<file path="config.mk">
export PLATFORM = sky130hd
export DESIGN_NAME = fetch_sequencer_flat
export DESIGN_NICKNAME = d
export VERILOG_FILES = /design/src/rtl/fetch_seq_if.sv /design/src/rtl/fetch_sequencer.sv /design/src/flat_wrapper.sv
export SDC_FILE = /design/constraint.sdc
export NUM_CORES = 1
export LEC_CHECK = 0
export ABC_AREA = 1
export CAP_MARGIN = 20
export CORE_UTILIZATION = 50
export CTS_BUF_LIST = sky130_fd_sc_hd__clkbuf_4 sky130_fd_sc_hd__clkbuf_8
export CTS_CLUSTER_DIAMETER = 60
export DETAILED_ROUTE_END_ITERATION = 12
export PLACE_DENSITY = 0.87
export SLEW_MARGIN = 10
export SYNTH_ARGS = -nofsm -noshare
export SYNTH_HDL_FRONTEND = slang
export SYNTH_SLANG_ARGS = --single-unit
export TNS_END_PERCENT = 1
</file>
<file path="constraint.sdc">
create_clock -name clk_i -period 4.1 [get_ports clk_i]
set_input_delay 0.82 -clock clk_i [delete_from_list [all_inputs] [get_ports clk_i]]
set_output_delay 0.82 -clock clk_i [all_outputs]
set_load 0.05 [all_outputs]
</file>
<file path="src/rtl/fetch_seq_if.sv">
// Signal bundle between the fetch sequencer and the fetch / hazard / interrupt logic around it.
// The sequencer takes the master modport; the pipeline side takes the slave modport.
interface fetch_seq_if;
  logic [15:0] pc_current;
  logic        stall_req;
  logic        branch_taken;
  logic [15:0] branch_target;
  logic        int_req;
  logic        ret_req;
  logic        ret_pc_valid;
  logic [15:0] ret_pc;
  logic        pc_write;
  logic [15:0] pc_write_back_value;
  logic        clear_instruction;
  logic        pc_hold;
  logic        int_save_valid;
  logic [15:0] int_save_pc;
  logic        int_ack;
  logic        in_isr;

  modport master (
    input  pc_current, stall_req, branch_taken, branch_target,
           int_req, ret_req, ret_pc_valid, ret_pc,
    output pc_write, pc_write_back_value, clear_instruction, pc_hold,
           int_save_valid, int_save_pc, int_ack, in_isr
  );

  modport slave (
    output pc_current, stall_req, branch_taken, branch_target,
           int_req, ret_req, ret_pc_valid, ret_pc,
    input  pc_write, pc_write_back_value, clear_instruction, pc_hold,
           int_save_valid, int_save_pc, int_ack, in_isr
  );
endinterface

</file>
<file path="src/rtl/fetch_sequencer.sv">
// Sole source of PC redirects: sequences boot, branch redirects, load-use stalls,
// interrupt entry (drain, save PC, vector) and interrupt return.
module fetch_sequencer #(
  parameter logic [15:0] RESET_PC     = 16'h0020,
  parameter logic [15:0] INT_PC       = 16'h0010,
  parameter int          FLUSH_CYCLES = 1,
  parameter int          DRAIN_CYCLES = 2
) (
  input  logic            clk_i,
  input  logic            rst_ni,
  fetch_seq_if.master     bus,
  output logic [2:0]      dbg_state_o
);

  typedef enum logic [2:0] {
    BOOT      = 3'd0,
    RUN       = 3'd1,
    FLUSH     = 3'd2,
    INT_DRAIN = 3'd3,
    INT_SAVE  = 3'd4,
    RET_WAIT  = 3'd5
  } state_e;

  // The state after a redirect cycle; the redirect cycle itself is the first NOP cycle.
  localparam state_e     REDIR_NEXT   = (FLUSH_CYCLES > 1) ? FLUSH : RUN;
  localparam logic [2:0] FLUSH_RELOAD = 3'(FLUSH_CYCLES - 1);
  localparam state_e     DRAIN_FIRST  = (DRAIN_CYCLES > 1) ? INT_DRAIN : INT_SAVE;
  localparam logic [2:0] DRAIN_RELOAD = 3'(DRAIN_CYCLES - 1);

  state_e      state_q, state_d;
  logic [2:0]  cnt_q, cnt_d;
  logic [15:0] saved_pc_q, saved_pc_d;
  logic        in_isr_q, in_isr_d;
  logic        pc_write_q, pc_write_d;
  logic [15:0] value_q, value_d;
  logic        clear_q, clear_d;
  logic        hold_q, hold_d;
  logic        save_valid_q, save_valid_d;
  logic [15:0] save_pc_q, save_pc_d;
  logic        ack_q, ack_d;

  // Every control output is a register: decisions made at an edge become visible in the
  // following cycle, and the fetch stage acts on them at the edge that ends that cycle.
  always_ff @(posedge clk_i or negedge rst_ni) begin
    if (!rst_ni) begin
      state_q      <= BOOT;
      cnt_q        <= 3'd0;
      saved_pc_q   <= 16'h0000;
      in_isr_q     <= 1'b0;
      pc_write_q   <= 1'b0;
      value_q      <= 16'h0000;
      clear_q      <= 1'b0;
      hold_q       <= 1'b0;
      save_valid_q <= 1'b0;
      save_pc_q    <= 16'h0000;
      ack_q        <= 1'b0;
    end else begin
      state_q      <= state_d;
      cnt_q        <= cnt_d;
      saved_pc_q   <= saved_pc_d;
      in_isr_q     <= in_isr_d;
      pc_write_q   <= pc_write_d;
      value_q      <= value_d;
      clear_q      <= clear_d;
      hold_q       <= hold_d;
      save_valid_q <= save_valid_d;
      save_pc_q    <= save_pc_d;
      ack_q        <= ack_d;
    end
  end

  always_comb begin
    state_d      = state_q;
    cnt_d        = cnt_q;
    saved_pc_d   = saved_pc_q;
    in_isr_d     = in_isr_q;
    pc_write_d   = 1'b0;
    value_d      = 16'h0000;
    clear_d      = 1'b0;
    hold_d       = 1'b0;
    save_valid_d = 1'b0;
    save_pc_d    = 16'h0000;
    ack_d        = 1'b0;

    case (state_q)
      BOOT: begin
        pc_write_d = 1'b1;
        value_d    = RESET_PC;
        clear_d    = 1'b1;
        state_d    = REDIR_NEXT;
        cnt_d      = FLUSH_RELOAD;
      end

      RUN: begin
        if (bus.branch_taken) begin
          pc_write_d = 1'b1;
          value_d    = bus.branch_target;
          clear_d    = 1'b1;
          state_d    = REDIR_NEXT;
          cnt_d      = FLUSH_RELOAD;
        end else if (bus.ret_req) begin
          hold_d  = 1'b1;
          clear_d = 1'b1;
          state_d = RET_WAIT;
        end else if (bus.int_req && !in_isr_q) begin
          saved_pc_d = bus.pc_current;
          hold_d     = 1'b1;
          clear_d    = 1'b1;
          state_d    = DRAIN_FIRST;
          cnt_d      = DRAIN_RELOAD;
        end else if (bus.stall_req) begin
          hold_d  = 1'b1;
          clear_d = 1'b1;
        end
      end

      FLUSH: begin
        clear_d = 1'b1;
        if (bus.branch_taken) begin
          pc_write_d = 1'b1;
          value_d    = bus.branch_target;
          state_d    = REDIR_NEXT;
          cnt_d      = FLUSH_RELOAD;
        end else if (cnt_q <= 3'd1) begin
          state_d = RUN;
          cnt_d   = 3'd0;
        end else begin
          cnt_d = cnt_q - 3'd1;
        end
      end

      // A branch resolving while draining is the true continuation point, so it becomes
      // the saved PC instead of redirecting fetch.
      INT_DRAIN, INT_SAVE: begin
        if (bus.branch_taken) begin
          saved_pc_d = bus.branch_target;
          hold_d     = 1'b1;
          clear_d    = 1'b1;
          state_d    = DRAIN_FIRST;
          cnt_d      = DRAIN_RELOAD;
        end else if (state_q == INT_DRAIN) begin
          hold_d  = 1'b1;
          clear_d = 1'b1;
          if (cnt_q <= 3'd1) begin
            state_d = INT_SAVE;
            cnt_d   = 3'd0;
          end else begin
            cnt_d = cnt_q - 3'd1;
          end
        end else begin
          save_valid_d = 1'b1;
          save_pc_d    = saved_pc_q;
          pc_write_d   = 1'b1;
          value_d      = INT_PC;
          clear_d      = 1'b1;
          ack_d        = 1'b1;
          in_isr_d     = 1'b1;
          state_d      = REDIR_NEXT;
          cnt_d        = FLUSH_RELOAD;
        end
      end

      RET_WAIT: begin
        clear_d = 1'b1;
        if (bus.ret_pc_valid) begin
          pc_write_d = 1'b1;
          value_d    = bus.ret_pc;
          in_isr_d   = 1'b0;
          state_d    = REDIR_NEXT;
          cnt_d      = FLUSH_RELOAD;
        end else begin
          hold_d = 1'b1;
        end
      end

      default: begin
        state_d = BOOT;
        cnt_d   = 3'd0;
      end
    endcase
  end

  assign bus.pc_write            = pc_write_q;
  assign bus.pc_write_back_value = value_q;
  assign bus.clear_instruction   = clear_q;
  assign bus.pc_hold             = hold_q;
  assign bus.int_save_valid      = save_valid_q;
  assign bus.int_save_pc         = save_pc_q;
  assign bus.int_ack             = ack_q;
  assign bus.in_isr              = in_isr_q;
  assign dbg_state_o             = state_q;

endmodule
</file>
<file path="src/flat_wrapper.sv">
// flat-port wrapper written by rule: the top's interface ports become plain ports
module fetch_sequencer_flat 
#(
  parameter logic [15:0] RESET_PC     = 16'h0020,
  parameter logic [15:0] INT_PC       = 16'h0010,
  parameter int          FLUSH_CYCLES = 1,
  parameter int          DRAIN_CYCLES = 2
)
  (clk_i, rst_ni, dbg_state_o, bus_pc_current, bus_stall_req, bus_branch_taken, bus_branch_target, bus_int_req, bus_ret_req, bus_ret_pc_valid, bus_ret_pc, bus_pc_write, bus_pc_write_back_value, bus_clear_instruction, bus_pc_hold, bus_int_save_valid, bus_int_save_pc, bus_int_ack, bus_in_isr);
  fetch_seq_if bus_i ();
  input  logic clk_i;
  input  logic rst_ni;
  output logic [2:0] dbg_state_o;
  input wire logic [$bits(bus_i.pc_current)-1:0] bus_pc_current;
  input wire logic [$bits(bus_i.stall_req)-1:0] bus_stall_req;
  input wire logic [$bits(bus_i.branch_taken)-1:0] bus_branch_taken;
  input wire logic [$bits(bus_i.branch_target)-1:0] bus_branch_target;
  input wire logic [$bits(bus_i.int_req)-1:0] bus_int_req;
  input wire logic [$bits(bus_i.ret_req)-1:0] bus_ret_req;
  input wire logic [$bits(bus_i.ret_pc_valid)-1:0] bus_ret_pc_valid;
  input wire logic [$bits(bus_i.ret_pc)-1:0] bus_ret_pc;
  output wire logic [$bits(bus_i.pc_write)-1:0] bus_pc_write;
  output wire logic [$bits(bus_i.pc_write_back_value)-1:0] bus_pc_write_back_value;
  output wire logic [$bits(bus_i.clear_instruction)-1:0] bus_clear_instruction;
  output wire logic [$bits(bus_i.pc_hold)-1:0] bus_pc_hold;
  output wire logic [$bits(bus_i.int_save_valid)-1:0] bus_int_save_valid;
  output wire logic [$bits(bus_i.int_save_pc)-1:0] bus_int_save_pc;
  output wire logic [$bits(bus_i.int_ack)-1:0] bus_int_ack;
  output wire logic [$bits(bus_i.in_isr)-1:0] bus_in_isr;
  assign bus_i.pc_current = bus_pc_current;
  assign bus_i.stall_req = bus_stall_req;
  assign bus_i.branch_taken = bus_branch_taken;
  assign bus_i.branch_target = bus_branch_target;
  assign bus_i.int_req = bus_int_req;
  assign bus_i.ret_req = bus_ret_req;
  assign bus_i.ret_pc_valid = bus_ret_pc_valid;
  assign bus_i.ret_pc = bus_ret_pc;
  assign bus_pc_write = bus_i.pc_write;
  assign bus_pc_write_back_value = bus_i.pc_write_back_value;
  assign bus_clear_instruction = bus_i.clear_instruction;
  assign bus_pc_hold = bus_i.pc_hold;
  assign bus_int_save_valid = bus_i.int_save_valid;
  assign bus_int_save_pc = bus_i.int_save_pc;
  assign bus_int_ack = bus_i.int_ack;
  assign bus_in_isr = bus_i.in_isr;
  fetch_sequencer #(.RESET_PC(RESET_PC), .INT_PC(INT_PC), .FLUSH_CYCLES(FLUSH_CYCLES), .DRAIN_CYCLES(DRAIN_CYCLES)) u_core (.clk_i(clk_i), .rst_ni(rst_ni), .bus(bus_i), .dbg_state_o(dbg_state_o));
endmodule
</file>
==> impl_metrics.env <==
export IMPL_die_h_um=76.4
export IMPL_num_rows=26
export IMPL_antenna_found_initial=0
export IMPL_insertion_delay_ns=0.34
export IMPL_cp_start_kind="register"
export IMPL_min_path_cells=2
export IMPL_dieArea_sq_um=5840
export IMPL_ys_types=26
export IMPL_grt_overflow=0
export IMPL_synth_top_area_cell="dfrtp_1"
export IMPL_cp_num_cells=1
export IMPL_clk_pin_slew_ns=0.07
export IMPL_firstDrtPassIters=5
export IMPL_start_util_pct=53.2
export IMPL_rsz0062_at_grt="no"
export IMPL_min_to="u_core.saved_pc_q[11]$_DFFE_PN0P_"
export IMPL_pwr_density_cell_nw_per_um2=686
export IMPL_tns_ns=0
export IMPL_use_met3_pct=4.55
export IMPL_route_detailed_drc=0
export IMPL_synth_area_sq_um=2770
export IMPL_design_area_sq_um=3930
export IMPL_grt_pass1_wl_um=11700
export IMPL_critical_path_arrival_ns=1.91
export IMPL_min_path_type="register to register"
export IMPL_rr_endpoint="u_core.saved_pc_q[0]$_DFFE_PN0P_"
export IMPL_ant_nets=0
export IMPL_hold_violations=0
export IMPL_hold_buffers=0
export IMPL_ys_seq_area_share_pct=53.3
export IMPL_cap_violations=0
export IMPL_grt_max_degree=34
export IMPL_drt_wl_total_um=7280
export IMPL_cpPeakStageDelay_ns=0.90
export IMPL_cts_tree="built"
export IMPL_dp_hpwl_um=5010
export IMPL_synthCells=333
export IMPL_vias=2557
export IMPL_fin_cells=501
export IMPL_clk_path_buf_depth=2
export IMPL_syn_nets=390
export IMPL_max_vdd_ir_drop_mv=0.497
export IMPL_netlist_area_leader_share_pct=53.3
export IMPL_fp_coreArea_sq_um=5200
export IMPL_cts_made_buffers=9
export IMPL_critical_path_buf_inv_count=1
export IMPL_cts_resized=0
export IMPL_p_leak_uw=0.00200
export IMPL_cts_root_buf="clkbuf_8"
export IMPL_finalCriticalPeriod_ns=2.73
export IMPL_grtUsageMet2_pct=44.0
export IMPL_rrSetupSlack_ns=2.10
export IMPL_first_iter_violations=162
export IMPL_grt_pass1_vias=2528
export IMPL_dieWidth_um=76.4
export IMPL_status="finished, final reports clean"
export IMPL_cts_num_sinks=59
export IMPL_fin_skew_ns=0.00929
export IMPL_area_growth_pct=42.1
export IMPL_gp_congestion=0.954
export IMPL_crit_family="buffers and inverters"
export IMPL_min_from="u_core.saved_pc_q[11]$_DFFE_PN0P_"
export IMPL_worstPathRequired_ns=3.28
export IMPL_hold_ws_ns=0.471
export IMPL_wl_per_cell_um=14.5
export IMPL_crit_fanout=10
export IMPL_maxSlewViolCount=0
export IMPL_n_antenna_cell=0
export IMPL_ys_ff_latch=59
export IMPL_crit_chain="clkdlybuf4s50_1"
export IMPL_yosys_warnings=0
export IMPL_grt_usage_pct=26.0
export IMPL_worst_r2r_path_depth=7
export IMPL_period_share_pct=66.6
export IMPL_synth_area_leaders="dfrtp_1 53%, nand2_1 16%, nand3_1 10%"
export IMPL_dp_cells=485
export IMPL_grtUsageMet1_pct=31.7
export IMPL_r2r_start="u_core.dbg_state_o[1]$_DFFE_PN0P_"
export IMPL_htreeDepth=3
export IMPL_end_kind="primary output"
export IMPL_tightest_slew_ns=1.02
export IMPL_synth_avg_cell_area_sq_um=8.32
export IMPL_slowest_stage="clkdlybuf4s50_1"
export IMPL_path_class="register to primary output"
export IMPL_port_buffers=95
export IMPL_pin_count=96
export IMPL_nNetsFinal=483
export IMPL_viasPerCell=5.10
export IMPL_fmax_mhz=366
export IMPL_final_layout_size_suffix_gt1_share_pct=7.66
export IMPL_dpl_cell_area_sq_um=3720
export IMPL_post_cts_buffers=0
export IMPL_busiest_layer="met2"
export IMPL_slew_headroom_pct=32.0
export IMPL_setup_viol=0
## where the power goes
part           switching [uW]  total, uW  leakage (uW)  internal, uW
Combinational             856       1250       0.00112           396
Clock                     238        579      0.000109           341
Sequential                114        866      0.000773           752
## through the flow
| step | power [uW] | utilization (%) | setup WS [ns] |
|---|---|---|---|
| after floorplan | 1740 | - | 2.34 |
| after global routing | 2840 | 75.6 | 1.32 |
| after CTS | 2700 | 75.6 | 1.38 |
| after detailed placement | 2110 | 71.4 | 1.14 |
| after global placement | 2070 | 71.4 | 1.33 |
| final | 2700 | 75.6 | 1.37 |
## kinds of logic (layout without fill, tap and decap cells)
family,Yosys count,count (layout),share of synthesized area [%]
buf+inv,46,144,7.64
xor+xnor,1,1,0.316
simple gates,215,215,35.6
flops,59,59,53.3
fa+ha+maj,2,2,0.904
compound gates,10,10,2.21
## metal layers
layer	vias to the layer above	wire length, um
met4	0	128
met5	-	0
li1	1225	-
met3	14	456
met1	1202	2960
met2	116	3730
## Yosys cell counts
master	n
xor2_1	1
nand2_4	3
inv_1	29
nand3_1	56
o21bai_1	1
dfrtp_1	59
nand3_4	1
nand2_2	1
nand3_2	2
nor2_1	23
o21ai_0	4
inv_2	2
a31oi_1	1
clkinv_1	1
a21oi_1	2
nand2_1	121
ha_1	2
o2111ai_1	2
buf_8	1
buf_2	7
nor2_4	2
nor2_2	2
nand4_1	2
buf_4	5
nand2_8	2
clkbuf_1	1
## cell type report
type | count | area [sq um]
timing repair buffer | 96 | 953
tap | 70 | 87.6
clock inverter | 7 | 91.3
fill | 402 | 1270
multi-input combinational | 228 | 1080
inverter | 32 | 120
clock buffer | 9 | 124
sequential | 59 | 1480
## state kept, by name (all words and copies together) (netlist names)
signal	flops
u_core.bus.int_save_valid	1
u_core.bus.int_save_pc	16
u_core.bus.pc_write_back_value	16
u_core.saved_pc_q	16
u_core.bus.pc_hold	1
u_core.bus.pc_write	1
u_core.bus.clear_instruction	1
u_core.cnt_q	3
u_core.dbg_state_o	3
u_core.bus.in_isr	1
## layout by cell type (no fill, tap or decap), drive strengths merged, types with 2 or more instances in the layout
master         synthesis  final
o21ai                  4      4
nor2                  27     27
inv                   31     32
buf                   13      2
nand4                  2      2
nand2                127    127
bufinv                 0      2
nand3                 59     59
ha                     2      2
dfrtp                 59     59
clkinv                 1      4
o2111ai                2      2
a21oi                  2      2
clkdlybuf4s50          0     94
clkbuf                 1      9
## worst max path at each step
stage / from / endpoint
after detailed placement: bus_branch_taken / u_core.dbg_state_o[0]$_DFFE_PN0P_
after CTS: u_core.dbg_state_o[1]$_DFFE_PN0P_ / dbg_state_o[1]
after floorplan: u_core.dbg_state_o[1]$_DFFE_PN0P_ / u_core.saved_pc_q[10]$_DFFE_PN0P_
after global placement: bus_branch_taken / u_core.dbg_state_o[0]$_DFFE_PN0P_
after global routing: bus_branch_taken / u_core.dbg_state_o[0]$_DFFE_PN0P_
final: u_core.dbg_state_o[1]$_DFFE_PN0P_ / dbg_state_o[1]
Power figures use the tool's default switching activity.
